--- config.mk ---
export PLATFORM = sky130hd
export DESIGN_NAME = pipe_hazard_ctrl
export DESIGN_NICKNAME = d
export VERILOG_FILES = /design/src/rtl/pipe_hazard_ctrl.sv
export SDC_FILE = /design/constraint.sdc
export NUM_CORES = 1
export LEC_CHECK = 0
export ABC_AREA = 1
export BUFFER_PORTS_ARGS = -buffer_cell sky130_fd_sc_hd__buf_2
export CAP_MARGIN = 5
export CORE_MARGIN = 2
export CORE_UTILIZATION = 30
export CTS_CLUSTER_SIZE = 16
export DETAILED_ROUTE_END_ITERATION = 10
export PLACE_DENSITY = 0.5
export RECOVER_POWER = 25
export SLEW_MARGIN = 5
export SYNTH_ARGS = -nofsm -noshare
export SYNTH_HDL_FRONTEND = slang
export SYNTH_SLANG_ARGS = --single-unit
--- constraint.sdc ---
create_clock -name clk -period 8.1 [get_ports clk]
set_clock_uncertainty 0.15 [all_clocks]
set_input_delay 0.81 -clock clk [delete_from_list [all_inputs] [get_ports clk]]
set_output_delay 0.81 -clock clk [all_outputs]
set_load 0.1 [all_outputs]
--- src/rtl/pipe_hazard_ctrl.sv ---
// Hazard and forwarding controller for the 5-stage pipeline.
// Produces stall/flush controls for every pipeline register, EX operand forwarding selects,
// a data-memory wait FSM with a timeout watchdog, and saturating stall/flush counters.
module pipe_hazard_ctrl #(
  parameter int unsigned MEM_TIMEOUT = 64,
  parameter int unsigned CNT_W       = 32
) (
  input  logic             clk,
  input  logic             rst,
  input  logic [4:0]       Rs1D,
  input  logic [4:0]       Rs2D,
  input  logic [4:0]       Rs1E,
  input  logic [4:0]       Rs2E,
  input  logic [4:0]       RdE,
  input  logic [1:0]       resultSrcE,
  input  logic             PCSrcE,
  input  logic [4:0]       RdM,
  input  logic [4:0]       RdW,
  input  logic             regWriteM,
  input  logic             regWriteW,
  input  logic             memReqM,
  input  logic             mem_ready,
  output logic             stallF,
  output logic             stallD,
  output logic             stallE,
  output logic             stallM,
  output logic             flushD,
  output logic             flushE,
  output logic             flushW,
  output logic [1:0]       forwardAE,
  output logic [1:0]       forwardBE,
  output logic             mem_timeout_err,
  output logic [CNT_W-1:0] stall_cnt,
  output logic [CNT_W-1:0] flush_cnt
);

  typedef enum logic [1:0] {StRun, StMemWait, StError} state_e;

  // Last wait-counter value tolerated before the watchdog fires.
  localparam logic [15:0] TimeoutLast = 16'(MEM_TIMEOUT - 1);

  state_e           r_state, w_state_nxt;
  logic [15:0]      r_wait_cnt, w_wait_cnt_nxt;
  logic             r_err, w_err_set;
  logic [CNT_W-1:0] r_stall_cnt, r_flush_cnt;
  logic             w_lw_stall, w_mem_wait;

  assign w_lw_stall = (resultSrcE == 2'b01) && (RdE != 5'd0) && ((RdE == Rs1D) || (RdE == Rs2D));
  assign w_mem_wait = memReqM && !mem_ready;

  // Next-state, watchdog and combinational pipeline controls; reset forces flush-all.
  always_comb begin
    stallF         = 1'b0;
    stallD         = 1'b0;
    stallE         = 1'b0;
    stallM         = 1'b0;
    flushD         = 1'b0;
    flushE         = 1'b0;
    flushW         = 1'b0;
    forwardAE      = 2'b00;
    forwardBE      = 2'b00;
    w_state_nxt    = r_state;
    w_wait_cnt_nxt = r_wait_cnt;
    w_err_set      = 1'b0;

    if (regWriteM && (RdM != 5'd0) && (RdM == Rs1E))      forwardAE = 2'b10;
    else if (regWriteW && (RdW != 5'd0) && (RdW == Rs1E)) forwardAE = 2'b01;
    if (regWriteM && (RdM != 5'd0) && (RdM == Rs2E))      forwardBE = 2'b10;
    else if (regWriteW && (RdW != 5'd0) && (RdW == Rs2E)) forwardBE = 2'b01;

    unique case (r_state)
      StRun: begin
        w_wait_cnt_nxt = 16'd0;
        if (w_mem_wait) begin
          // Freeze now; EX is held so branch/load-use re-evaluate after the wait.
          {stallF, stallD, stallE, stallM, flushW} = 5'b11111;
          w_state_nxt = StMemWait;
        end else if (PCSrcE) begin
          flushD = 1'b1;
          flushE = 1'b1;
        end else if (w_lw_stall) begin
          stallF = 1'b1;
          stallD = 1'b1;
          flushE = 1'b1;
        end
      end
      StMemWait: begin
        {stallF, stallD, stallE, stallM, flushW} = 5'b11111;
        if (mem_ready) begin
          w_state_nxt    = StRun;
          w_wait_cnt_nxt = 16'd0;
        end else if (r_wait_cnt == TimeoutLast) begin
          w_state_nxt = StError;
          w_err_set   = 1'b1;
        end else begin
          w_wait_cnt_nxt = r_wait_cnt + 16'd1;
        end
      end
      StError: begin
        {stallF, stallD, stallE, stallM, flushW} = 5'b11111;
      end
      default: w_state_nxt = StRun;
    endcase

    if (rst) begin
      {stallF, stallD, stallE, stallM} = 4'b0000;
      {flushD, flushE, flushW}         = 3'b111;
      forwardAE                        = 2'b00;
      forwardBE                        = 2'b00;
    end
  end

  // State, watchdog counter and sticky error register.
  always_ff @(posedge clk or posedge rst) begin
    if (rst) begin
      r_state    <= StRun;
      r_wait_cnt <= 16'd0;
      r_err      <= 1'b0;
    end else begin
      r_state    <= w_state_nxt;
      r_wait_cnt <= w_wait_cnt_nxt;
      r_err      <= r_err | w_err_set;
    end
  end

  // Saturating performance counters.
  always_ff @(posedge clk or posedge rst) begin
    if (rst) begin
      r_stall_cnt <= '0;
      r_flush_cnt <= '0;
    end else begin
      if (stallF && (r_stall_cnt != {CNT_W{1'b1}})) r_stall_cnt <= r_stall_cnt + CNT_W'(1);
      if (flushE && (r_flush_cnt != {CNT_W{1'b1}})) r_flush_cnt <= r_flush_cnt + CNT_W'(1);
    end
  end

  assign mem_timeout_err = r_err;
  assign stall_cnt       = r_stall_cnt;
  assign flush_cnt       = r_flush_cnt;

endmodule

==> run_summary.xml, run 1 <==
<?xml version="1.0" encoding="UTF-8"?>
<metrics>
  <group name="outcome">
    <metric name="result_of_the_run" unit="">completed</metric>
  </group>
  <group name="die">
    <metric name="core_area" unit="sq um">19700</metric>
    <metric name="die_area" unit="sq um">21300</metric>
    <metric name="die_height" unit="microns">146</metric>
    <metric name="design.portCount" unit="">120</metric>
    <metric name="rows" unit="">51</metric>
    <metric name="initial_core_util" unit="%">30.8</metric>
    <metric name="chipWidth" unit="microns">146</metric>
  </group>
  <group name="hold_path">
    <metric name="hold_path_depth" unit="">2</metric>
    <metric name="hold_path.class" unit="">reg -&gt; reg</metric>
  </group>
  <group name="clocking">
    <metric name="cts_buffers" unit="">9</metric>
    <metric name="clkTransAtPathRegs" unit="ns">0.06</metric>
    <metric name="clkLatencyLatePin" unit="ns">0.35</metric>
    <metric name="cts_max_level" unit="">3</metric>
    <metric name="numClockSinks" unit="">83</metric>
    <metric name="cts_root_buf" unit="">sky130_fd_sc_hd__clkbuf_16</metric>
    <metric name="number_of_buffers_inserted_for_hold_repair_after_clock_tree_synthesis" unit="">0</metric>
    <metric name="clock_path_buffers" unit="">2</metric>
    <metric name="ctsResizeCount" unit="">0</metric>
    <metric name="cts_post_setup_buffers_inserted" unit="">0</metric>
    <metric name="cts_tree" unit="">done</metric>
  </group>
  <group name="sta">
    <metric name="period_share" unit="%">56.2</metric>
    <metric name="setup_viol" unit="">0</metric>
    <metric name="worst_slack" unit="ns">3.55</metric>
    <metric name="max_slew_margin" unit="%">29.0</metric>
    <metric name="maxSlewViolCount" unit="">0</metric>
    <metric name="worst_margin_pin_slew" unit="ns">1.06</metric>
    <metric name="unrepaired_setup_endpoints_after_global_routing" unit="">false</metric>
    <metric name="tns" unit="ns">0</metric>
    <metric name="min_period" unit="ns">4.55</metric>
    <metric name="maxClockFrequency" unit="GHz">0.220</metric>
    <metric name="report.final.hold_viol_count" unit="">0</metric>
  </group>
  <group name="placement">
    <metric name="pre_cts_ws" unit="ns">3.91</metric>
    <metric name="dp_hpwl" unit="microns">13300</metric>
    <metric name="gp_routability_congestion" unit="">0.838</metric>
    <metric name="portBuffers" unit="">119</metric>
  </group>
  <group name="synth">
    <metric name="avgSynthCellArea" unit="sq um">6.48</metric>
    <metric name="yosysUniqueCellTypes" unit="">29</metric>
    <metric name="yosys-top-cells-count" unit="">sky130_fd_sc_hd__nand2_1 (367), sky130_fd_sc_hd__nor2_1 (114), sky130_fd_sc_hd__nand3_1 (110), sky130_fd_sc_hd__dfrtp_1 (83), sky130_fd_sc_hd__inv_1 (70)</metric>
    <metric name="synth_async_sr_flop_share" unit="%">100</metric>
    <metric name="yosysTopAreaCell" unit="">sky130_fd_sc_hd__dfrtp_1</metric>
    <metric name="post_synth_instance_area" unit="sq um">6050</metric>
    <metric name="synthesis.instances" unit="">934</metric>
    <metric name="warnings_synthesis" unit="">0</metric>
    <metric name="synth.yosys.seq_area_share" unit="%">34.3</metric>
    <metric name="most_repeated_cell_in_the_gate_level_netlist_after_synthesis" unit="">sky130_fd_sc_hd__nand2_1</metric>
    <metric name="ys_dominant_reg_cell" unit="">sky130_fd_sc_hd__dfrtp_1</metric>
    <metric name="synth_edf_count" unit="">0</metric>
    <metric name="synthesis.nets" unit="">985</metric>
    <metric name="synth_seq_cells" unit="">83</metric>
    <metric name="ys_top_cells_by_area" unit="">sky130_fd_sc_hd__dfrtp_1 (34%), sky130_fd_sc_hd__nand2_1 (23%), sky130_fd_sc_hd__nand3_1 (9.1%), sky130_fd_sc_hd__nor2_1 (7.1%), sky130_fd_sc_hd__xor2_1 (5.4%)</metric>
    <metric name="synth_largest_type_area_fraction" unit="%">34.3</metric>
  </group>
  <group name="grt">
    <metric name="global_route.usage.total" unit="%">17.3</metric>
    <metric name="antenna_found_initial" unit="">0</metric>
    <metric name="grt_first_pass_wirelength" unit="microns">30300</metric>
    <metric name="overflow" unit="">0</metric>
    <metric name="grt_max_degree" unit="">76</metric>
    <metric name="first_global_vias" unit="">5852</metric>
  </group>
  <group name="critical_path">
    <metric name="cp-end-kind" unit="">output port</metric>
    <metric name="worst-endpoint-required" unit="ns">7.14</metric>
    <metric name="crit_arrival" unit="ns">3.59</metric>
    <metric name="cp_max_fo" unit="">75</metric>
    <metric name="crit_path_start_kind" unit="">primary input</metric>
    <metric name="criticalPathCategory" unit="">in -&gt; out</metric>
    <metric name="worst_r2r_path_depth" unit="">12</metric>
  </group>
  <group name="power">
    <metric name="pwr_density_cell" unit="nW/um^2">208</metric>
    <metric name="static-leakage-power" unit="nW">3.64</metric>
    <metric name="irDropWorstVdd" unit="mV">0.205</metric>
  </group>
  <group name="drt">
    <metric name="detail_route.wl_per_cell" unit="microns">13.5</metric>
    <metric name="detail_route.wirelength" unit="microns">17800</metric>
    <metric name="pre_antenna_drt_iters" unit="">5</metric>
    <metric name="route.detailed.vias_per_inst" unit="">4.68</metric>
    <metric name="routed-via-count" unit="">6143</metric>
    <metric name="route.antenna.remaining_nets" unit="">0</metric>
    <metric name="drc_markers" unit="">0</metric>
    <metric name="detailedRoute.firstIterationViolations" unit="">349</metric>
  </group>
  <group name="layout">
    <metric name="antenna-diode-count" unit="">0</metric>
    <metric name="utilization" unit="%">36.2</metric>
    <metric name="flow.area_growth_from_synthesis" unit="%">17.6</metric>
    <metric name="nets" unit="">1095</metric>
    <metric name="drive_above_1_share" unit="%">14.7</metric>
  </group>
  <group name="run">
    <metric name="max-cap-violations" unit="">0</metric>
  </group>
</metrics>
==> cells by family after synthesis <==
kind of cell | after synthesis | synth area share [%]
fa+ha+maj | 7 | 1.45
simple gates | 669 | 47.0
compound gates | 20 | 1.78
flops | 83 | 34.3
xor+xnor | 59 | 8.54
buf+inv | 96 | 6.93
==> registers in the layout (all words and copies together), names as in the netlist <==
| name | count |
|---|---|
| r_state | 2 |
| stall_cnt | 32 |
| mem_timeout_err | 1 |
| flush_cnt | 32 |
| r_wait_cnt | 16 |
==> report_power, final <==
part,internal (mW),leakage (nW),switching [mW]
sequential,0.445,1.14,0.0483
clock,0.206,0.122,0.177
combinational,0.107,2.38,0.498
total,0.759,3.64,0.724
==> per-layer routing <==
layer / track usage (%) / share of wire, % / up-vias
li1: - / - / 3178
met1: 23.9 / 49 / 2810
met2: 27.6 / 45 / 135
met3: 3.59 / 4.5 / 20
met4: 4.47 / 1.4 / 0
met5: 0 / 0 / -
==> worst paths after layout <==
path	slack, ns	to	from
hold reg to reg	0.31	mem_timeout_err$_DFF_PP0_	mem_timeout_err$_DFF_PP0_
setup reg to reg	5.09	stall_cnt[26]$_DFFE_PP0P_	r_state[0]$_DFFE_PP0P_
hold / removal	0.31	mem_timeout_err$_DFF_PP0_	mem_timeout_err$_DFF_PP0_
min in group asynchronous	0.42	mem_timeout_err$_DFF_PP0_	rst
setup / recovery	3.55	flushE	rst
max in group asynchronous	6.04	flush_cnt[21]$_DFFE_PP0P_	rst
==> worst max-delay path: stages <==
cell,delay [ns]
sky130_fd_sc_hd__clkbuf_1,0.25
sky130_fd_sc_hd__clkinvlp_2,0.52
sky130_fd_sc_hd__buf_4,0.59
sky130_fd_sc_hd__o21ai_1,0.26
sky130_fd_sc_hd__inv_1,0.07
sky130_fd_sc_hd__nand2_2,0.50
sky130_fd_sc_hd__buf_2,0.55
==> layout make-up <==
cell class / instances / area [sq um]
Timing Repair Buffer: 122 / 617
Tap cell: 265 / 332
Sequential cell: 83 / 2080
Clock inverter: 4 / 28.8
Fill cell: 2217 / 12500
Multi-Input combinational cell: 755 / 3550
Inverter: 73 / 275
Clock buffer: 11 / 233
==> through the flow <==
stage,total power [mW],cells,cell area (sq um),hold slack (ns)
3_5_place_dp,1.11,1298,6860,0.300
2_1_floorplan,1.01,934,6050,0.292
5_1_grt,1.58,1313,7120,0.364
6_report,1.48,1313,7120,0.315
3_3_place_gp,1.11,1298,6860,0.296
4_1_cts,1.51,1313,7120,0.248
==> layout by cell type, fill, tap and decap left out, types with 7 or more instances in the layout <==
cell / n
sky130_fd_sc_hd__xor2_1: 37
sky130_fd_sc_hd__o21ai_0: 17
sky130_fd_sc_hd__clkbuf_16: 9
sky130_fd_sc_hd__dfrtp_1: 83
sky130_fd_sc_hd__xnor2_1: 22
sky130_fd_sc_hd__nand3b_1: 11
sky130_fd_sc_hd__nand4_1: 17
sky130_fd_sc_hd__nor3_1: 28
sky130_fd_sc_hd__nand2_1: 367
sky130_fd_sc_hd__ha_1: 7
sky130_fd_sc_hd__buf_2: 118
sky130_fd_sc_hd__nand3_1: 110
sky130_fd_sc_hd__nor2_1: 114
sky130_fd_sc_hd__inv_1: 69
Power figures use the tool's default switching activity.
==> inputs of run 2 (changes only) <==
ABC_AREA = 0   (was 1)
PLACE_DENSITY = 0.53   (was 0.5)
clock period = 4.1 ns   (was 8.1 ns; I/O delays follow)
==> run_summary.xml, run 2 <==
<?xml version="1.0" encoding="UTF-8"?>
<metrics>
  <group name="synth">
    <metric name="synthesis.nets" unit="">525</metric>
    <metric name="yosysTopAreaCell" unit="">sky130_fd_sc_hd__dfrtp_1</metric>
    <metric name="ys_dominant_reg_cell" unit="">sky130_fd_sc_hd__dfrtp_1</metric>
    <metric name="synth_async_sr_flop_share" unit="%">100</metric>
    <metric name="yosys-top-cells-count" unit="">sky130_fd_sc_hd__dfrtp_1 (83), sky130_fd_sc_hd__xnor2_1 (63), sky130_fd_sc_hd__xor2_1 (39), sky130_fd_sc_hd__nor3_1 (35), sky130_fd_sc_hd__nand3_1 (34)</metric>
    <metric name="synthesis.instances" unit="">474</metric>
    <metric name="yosysUniqueCellTypes" unit="">49</metric>
    <metric name="most_repeated_cell_in_the_gate_level_netlist_after_synthesis" unit="">sky130_fd_sc_hd__dfrtp_1</metric>
    <metric name="ys_top_cells_by_area" unit="">sky130_fd_sc_hd__dfrtp_1 (45%), sky130_fd_sc_hd__xnor2_1 (12%), sky130_fd_sc_hd__xor2_1 (7.3%), sky130_fd_sc_hd__nor3_1 (3.8%), sky130_fd_sc_hd__nand3_1 (3.6%)</metric>
    <metric name="synth_largest_type_area_fraction" unit="%">44.5</metric>
    <metric name="post_synth_instance_area" unit="sq um">4670</metric>
    <metric name="warnings_synthesis" unit="">0</metric>
    <metric name="synth_edf_count" unit="">0</metric>
    <metric name="synth.yosys.seq_area_share" unit="%">44.5</metric>
    <metric name="synth_seq_cells" unit="">83</metric>
    <metric name="avgSynthCellArea" unit="sq um">9.84</metric>
  </group>
  <group name="clocking">
    <metric name="number_of_buffers_inserted_for_hold_repair_after_clock_tree_synthesis" unit="">0</metric>
    <metric name="ctsResizeCount" unit="">0</metric>
    <metric name="cts_post_setup_buffers_inserted" unit="">0</metric>
    <metric name="clkLatencyLatePin" unit="ns">0.35</metric>
    <metric name="clkTransAtPathRegs" unit="ns">0.06</metric>
    <metric name="cts_buffers" unit="">9</metric>
    <metric name="numClockSinks" unit="">83</metric>
    <metric name="cts_max_level" unit="">3</metric>
    <metric name="clock_path_buffers" unit="">2</metric>
    <metric name="cts_tree" unit="">done</metric>
    <metric name="cts_root_buf" unit="">sky130_fd_sc_hd__clkbuf_16</metric>
  </group>
  <group name="critical_path">
    <metric name="crit_path_start_kind" unit="">flop</metric>
    <metric name="critical_path.max_stage_delay" unit="ns">0.52</metric>
    <metric name="cp-end-kind" unit="">output port</metric>
    <metric name="cp_max_fo" unit="">18</metric>
    <metric name="worst-endpoint-required" unit="ns">3.54</metric>
    <metric name="criticalPathCategory" unit="">reg -&gt; out</metric>
    <metric name="crit_arrival" unit="ns">2.71</metric>
    <metric name="critical_path.cell_chain" unit="">inv_1, ha_1, and2_1, a21o_1, a31oi_4, inv_2, buf_2</metric>
    <metric name="crit_slowest_cell" unit="">sky130_fd_sc_hd__a31oi_4</metric>
  </group>
  <group name="sta">
    <metric name="maxClockFrequency" unit="GHz">0.306</metric>
    <metric name="worst_margin_pin_slew" unit="ns">1.53</metric>
    <metric name="period_share" unit="%">79.7</metric>
    <metric name="maxSlewViolCount" unit="">28</metric>
    <metric name="unrepaired_setup_endpoints_after_global_routing" unit="">false</metric>
    <metric name="min_period" unit="ns">3.27</metric>
    <metric name="max_slew_margin" unit="%">-1.83</metric>
    <metric name="worst_slack" unit="ns">0.833</metric>
    <metric name="setup_viol" unit="">0</metric>
    <metric name="report.final.hold_viol_count" unit="">0</metric>
  </group>
  <group name="drt">
    <metric name="detailedRoute.firstIterationViolations" unit="">226</metric>
    <metric name="detail_route.wirelength" unit="microns">12000</metric>
    <metric name="detail_route.wl_per_cell" unit="microns">15.3</metric>
    <metric name="drc_markers" unit="">0</metric>
    <metric name="route.antenna.remaining_nets" unit="">0</metric>
    <metric name="pre_antenna_drt_iters" unit="">4</metric>
    <metric name="routed-via-count" unit="">3951</metric>
    <metric name="route.detailed.vias_per_inst" unit="">5.02</metric>
  </group>
  <group name="layout">
    <metric name="nets" unit="">645</metric>
    <metric name="final.fill_count" unit="">1568</metric>
    <metric name="flow.area_growth_from_synthesis" unit="%">24.0</metric>
    <metric name="antenna-diode-count" unit="">0</metric>
    <metric name="drive_above_1_share" unit="%">25.9</metric>
    <metric name="layout.cells.most_common" unit="">sky130_fd_sc_hd__buf_2</metric>
    <metric name="utilization" unit="%">38.0</metric>
    <metric name="finish.cell_count_without_fillers" unit="">787</metric>
    <metric name="layout_common_cells" unit="">sky130_fd_sc_hd__buf_2 (118), sky130_fd_sc_hd__dfrtp_1 (83), sky130_fd_sc_hd__xnor2_1 (63), sky130_fd_sc_hd__xor2_1 (39)</metric>
  </group>
  <group name="die">
    <metric name="die_height" unit="microns">129</metric>
    <metric name="initial_core_util" unit="%">30.7</metric>
    <metric name="core_area" unit="sq um">15200</metric>
    <metric name="design.portCount" unit="">120</metric>
    <metric name="rows" unit="">45</metric>
    <metric name="chipWidth" unit="microns">129</metric>
    <metric name="die_area" unit="sq um">16600</metric>
  </group>
  <group name="grt">
    <metric name="first_global_vias" unit="">3930</metric>
    <metric name="grt_first_pass_wirelength" unit="microns">19700</metric>
    <metric name="global_route.usage.total" unit="%">15.0</metric>
    <metric name="overflow" unit="">0</metric>
    <metric name="antenna_found_initial" unit="">0</metric>
    <metric name="grt_max_degree" unit="">59</metric>
  </group>
  <group name="outcome">
    <metric name="violations_in_the_final_reports" unit="">max-capacitance violations, max-slew violations</metric>
    <metric name="result_of_the_run" unit="">finished with violations</metric>
  </group>
  <group name="placement">
    <metric name="pre_cts_ws" unit="ns">1.16</metric>
    <metric name="portBuffers" unit="">119</metric>
    <metric name="gp_routability_congestion" unit="">0.841</metric>
    <metric name="dp_hpwl" unit="microns">8990</metric>
    <metric name="place_inst" unit="">771</metric>
  </group>
  <group name="power">
    <metric name="sw_pwr" unit="mW">1.36</metric>
    <metric name="static-leakage-power" unit="nW">2.65</metric>
    <metric name="irDropWorstVdd" unit="mV">0.338</metric>
    <metric name="switching_share" unit="%">44.7</metric>
    <metric name="p_int" unit="mW">1.68</metric>
    <metric name="share_clk_of_total_power" unit="%">29.9</metric>
    <metric name="pwr_density_cell" unit="nW/um^2">527</metric>
    <metric name="power.share.combinational" unit="%">37.1</metric>
    <metric name="pwr-share-seq" unit="%">33.1</metric>
  </group>
  <group name="run">
    <metric name="max-cap-violations" unit="">1</metric>
  </group>
  <group name="hold_path">
    <metric name="hold_path.class" unit="">in -&gt; reg</metric>
  </group>
</metrics>
run 2: cell count changes after synthesis, moves of 11 or more:
cell                       previous run  this run
sky130_fd_sc_hd__inv_1               70        12
sky130_fd_sc_hd__and3_1               1        12
sky130_fd_sc_hd__xnor2_1             22        63
sky130_fd_sc_hd__nand2_1            367        33
sky130_fd_sc_hd__nand3b_1            11         0
sky130_fd_sc_hd__nor2_1             114        33
sky130_fd_sc_hd__nand3_1            110        34
run 2: worst paths after layout:
| check | from | slack [ns] | endpoint | cells after the start |
|---|---|---|---|---|
| worst max-delay path | r_state[0]$_DFFE_PP0P_ | 0.83 | flushE | 7 |
| worst min-delay path | mem_ready | 0.27 | mem_timeout_err$_DFF_PP0_ | 3 |
| worst max register to register | r_state[0]$_DFFE_PP0P_ | 1.34 | flush_cnt[1]$_DFFE_PP0P_ | 8 |
| worst min register to register | flush_cnt[21]$_DFFE_PP0P_ | 0.33 | flush_cnt[21]$_DFFE_PP0P_ | 1 |
| max in group asynchronous | rst | 1.04 | flush_cnt[16]$_DFFE_PP0P_ | 4 |
| min in group asynchronous | rst | 0.59 | stall_cnt[28]$_DFFE_PP0P_ | 3 |
run 2: cells by family (layout without fill, tap and decap cells):
logic type / count (synthesis) / count (layout) / synth area share, %
muxes: 4 / 4 / 0.965
AOI/OAI and AO/OA: 29 / 29 / 4.40
and+or+nand+nor: 224 / 224 / 26.3
adders and majority gates: 7 / 7 / 1.88
xor gates and xnor gates: 102 / 102 / 19.1
buffers and inverters: 25 / 150 / 2.79
DFF: 83 / 83 / 44.5
run 2: critical path: cells and delay by family, from the launching register on:
family | cells | cell delay (ns)
flip-flops | 1 | 0.41
buffers and inverters | 3 | 0.71
AO/OA/AOI/OAI | 2 | 0.76
adder cells (fa/ha/maj) | 1 | 0.26
AND/OR/NAND/NOR | 1 | 0.21
run 2: final cells by class:
type	instances	area, sq um	area share [%]
repair buffers	121	603	10.4
flip-flops and latches	83	2080	35.9
clock buffers	11	253	4.37
multi-input cells	366	2480	42.9
well taps	188	235	4.07
inverters	13	52.6	0.909
clock inverters	5	85.1	1.47
run 2: metrics by stage:
stage / total power [mW] / TNS [ns] / area [sq um] / hold slack, ns
final: 3.05 / 0 / 5780 / 0.274
after global routing: 3.18 / 0 / 5780 / 0.308
after CTS: 3.08 / 0 / 5790 / 0.0633
after detailed placement: 2.16 / 0 / 5450 / 0.316
after global placement: 2.14 / 0 / 5450 / 0.320
after floorplan: 1.96 / -0.0426 / 4690 / 0.351
run 2: layer usage:
metal	global-route usage, %	part of all wire (%)
met1	19.8	46
met3	4.12	6.1
met4	5.95	2.2
met5	0	0
met2	23.3	46
run 2: power groups by stage:
stage	Sequential (mW)	Clock, mW	Combinational [mW]
floorplan	1.50	0	0.462
global placement	1.02	0	1.13
detailed placement	1.02	0	1.13
CTS	1.01	0.938	1.14
global route	1.02	0.971	1.19
finish	1.01	0.909	1.13
==> inputs of run 3 (changes only) <==
clock period = 2.88 ns   (was 4.1 ns; I/O delays follow)
==> run_summary.xml, run 3 (synthesized netlist as in run 2, its figures left out) <==
<?xml version="1.0" encoding="UTF-8"?>
<metrics>
  <group name="outcome">
    <metric name="result_of_the_run" unit="">completed</metric>
  </group>
  <group name="sta">
    <metric name="period_share" unit="%">93.9</metric>
    <metric name="unrepaired_setup_endpoints_after_global_routing" unit="">false</metric>
    <metric name="setup_viol" unit="">0</metric>
    <metric name="tns" unit="ns">0</metric>
    <metric name="report.final.hold_viol_count" unit="">0</metric>
    <metric name="min_period" unit="ns">2.70</metric>
    <metric name="worst_margin_pin_slew" unit="ns">1.18</metric>
    <metric name="max_slew_margin" unit="%">21.4</metric>
    <metric name="worst_slack" unit="ns">0.176</metric>
    <metric name="finalHoldWorstSlack" unit="ns">0.158</metric>
    <metric name="maxSlewViolCount" unit="">0</metric>
    <metric name="maxClockFrequency" unit="GHz">0.370</metric>
  </group>
  <group name="grt">
    <metric name="grt.met1_usage" unit="%">18.6</metric>
    <metric name="first_global_vias" unit="">3922</metric>
    <metric name="grt_busiest_layer" unit="">met2</metric>
    <metric name="global_route.usage.total" unit="%">14.6</metric>
    <metric name="grt_first_pass_wirelength" unit="microns">19200</metric>
    <metric name="antenna_found_initial" unit="">0</metric>
    <metric name="grtUsageMet2" unit="%">23.7</metric>
    <metric name="grt_max_degree" unit="">61</metric>
    <metric name="grt.met3_usage" unit="%">4.20</metric>
    <metric name="overflow" unit="">0</metric>
  </group>
  <group name="die">
    <metric name="initial_core_util" unit="%">30.7</metric>
    <metric name="die_height" unit="microns">129</metric>
    <metric name="rows" unit="">45</metric>
    <metric name="core_area" unit="sq um">15200</metric>
    <metric name="chipWidth" unit="microns">129</metric>
    <metric name="die_area" unit="sq um">16600</metric>
    <metric name="design.portCount" unit="">120</metric>
  </group>
  <group name="run">
    <metric name="max-cap-violations" unit="">0</metric>
  </group>
  <group name="placement">
    <metric name="dp_hpwl" unit="microns">8780</metric>
    <metric name="place_inst" unit="">775</metric>
    <metric name="postPlaceCellArea" unit="sq um">5510</metric>
    <metric name="portBuffers" unit="">119</metric>
    <metric name="gp_routability_congestion" unit="">0.811</metric>
    <metric name="pre_cts_ws" unit="ns">0.323</metric>
  </group>
  <group name="drt">
    <metric name="routed-via-count" unit="">3971</metric>
    <metric name="detailedRoute.firstIterationViolations" unit="">220</metric>
    <metric name="pre_antenna_drt_iters" unit="">4</metric>
    <metric name="route.detailed.vias_per_inst" unit="">5.00</metric>
    <metric name="detail_route.wl_per_cell" unit="microns">15.0</metric>
    <metric name="detail_route.wirelength" unit="microns">11900</metric>
    <metric name="drc_markers" unit="">0</metric>
    <metric name="route.antenna.remaining_nets" unit="">0</metric>
  </group>
  <group name="clocking">
    <metric name="cts_max_level" unit="">3</metric>
    <metric name="cts_root_buf" unit="">sky130_fd_sc_hd__clkbuf_16</metric>
    <metric name="cts_tree" unit="">done</metric>
    <metric name="clkTransAtPathRegs" unit="ns">0.06</metric>
    <metric name="cts_buffers" unit="">9</metric>
    <metric name="clkLatencyLatePin" unit="ns">0.35</metric>
    <metric name="numClockSinks" unit="">83</metric>
    <metric name="clock_path_buffers" unit="">2</metric>
  </group>
  <group name="layout">
    <metric name="antenna-diode-count" unit="">0</metric>
    <metric name="nets" unit="">652</metric>
    <metric name="utilization" unit="%">38.4</metric>
    <metric name="flow.area_growth_from_synthesis" unit="%">25.0</metric>
    <metric name="design_area" unit="sq um">5830</metric>
    <metric name="layout_common_cells" unit="">sky130_fd_sc_hd__dfrtp_1 (81), sky130_fd_sc_hd__buf_2 (80), sky130_fd_sc_hd__xnor2_1 (63), sky130_fd_sc_hd__xor2_1 (39), sky130_fd_sc_hd__clkbuf_1 (38)</metric>
    <metric name="layout.cells.most_common" unit="">sky130_fd_sc_hd__dfrtp_1</metric>
    <metric name="drive_above_1_share" unit="%">21.5</metric>
    <metric name="finish.cell_count_without_fillers" unit="">794</metric>
  </group>
  <group name="critical_path">
    <metric name="worst-endpoint-required" unit="ns">2.44</metric>
    <metric name="cp-startpoint" unit="">rst</metric>
    <metric name="crit_arrival" unit="ns">2.27</metric>
    <metric name="criticalPathCategory" unit="">in -&gt; out</metric>
    <metric name="reg2reg_from" unit="">r_state[0]$_DFFE_PP0P_</metric>
    <metric name="cp_max_fo" unit="">6</metric>
    <metric name="crit_path_start_kind" unit="">primary input</metric>
    <metric name="cp-end-kind" unit="">output port</metric>
  </group>
  <group name="power">
    <metric name="static-leakage-power" unit="nW">2.56</metric>
    <metric name="total_power" unit="mW">4.40</metric>
    <metric name="pwr_density_cell" unit="nW/um^2">755</metric>
    <metric name="irDropWorstVdd" unit="mV">0.399</metric>
  </group>
  <group name="hold_path">
    <metric name="start_point_of_the_worst_min_delay_path" unit="">mem_ready</metric>
    <metric name="hold_path.class" unit="">in -&gt; reg</metric>
  </group>
</metrics>
## run 3: report_power, final
part,total [mW],switching [mW],internal (mW)
sequential,1.44,0.153,1.28
clock,1.34,0.491,0.849
combinational,1.63,1.31,0.315
## run 3: cell type report
class | count | area [sq um]
inverters | 13 | 50.0
repair buffers | 128 | 637
clock inverters | 6 | 114
flip-flops and latches | 83 | 2080
multi-input cells | 366 | 2490
well taps | 188 | 235
fillers | 1550 | 9370
clock buffers | 10 | 229
## run 3: critical path, cell delays in order
cell and delay, ns:
sky130_fd_sc_hd__dlygate4sd3_1 0.53, sky130_fd_sc_hd__buf_2 0.16, sky130_fd_sc_hd__clkinvlp_2 0.09, sky130_fd_sc_hd__o211ai_1 0.14, sky130_fd_sc_hd__or4_1 0.60, sky130_fd_sc_hd__nor4_4 0.23
sky130_fd_sc_hd__buf_12 0.22
## run 3: worst paths after layout
check	to	slack (ns)	cells after the start
worst max-delay path	forwardAE[0]	0.18	7
worst min-delay path	mem_timeout_err$_DFF_PP0_	0.16	3
worst max register to register	stall_cnt[1]$_DFFE_PP0P_	0.36	8
worst min register to register	mem_timeout_err$_DFF_PP0_	0.32	1
max in group asynchronous	stall_cnt[0]$_DFFE_PP0P_	0.93	5
min in group asynchronous	r_state[0]$_DFFE_PP0P_	0.49	4
## run 3: what timing repair did
action,4_1_cts,5_1_grt
hold endpoints to repair,23,0
setup endpoints to repair,1,1
hold buffers,1,0
buffers inserted,0,2
cloned,0,0
gates resized for setup,1,0
## run 3: routing by layer
metal | part of all wire (%) | routed length (microns)
met5 | 0 | 0
met1 | 46 | 5480
met3 | 6.2 | 737
met2 | 46 | 5510
met4 | 1.3 | 151
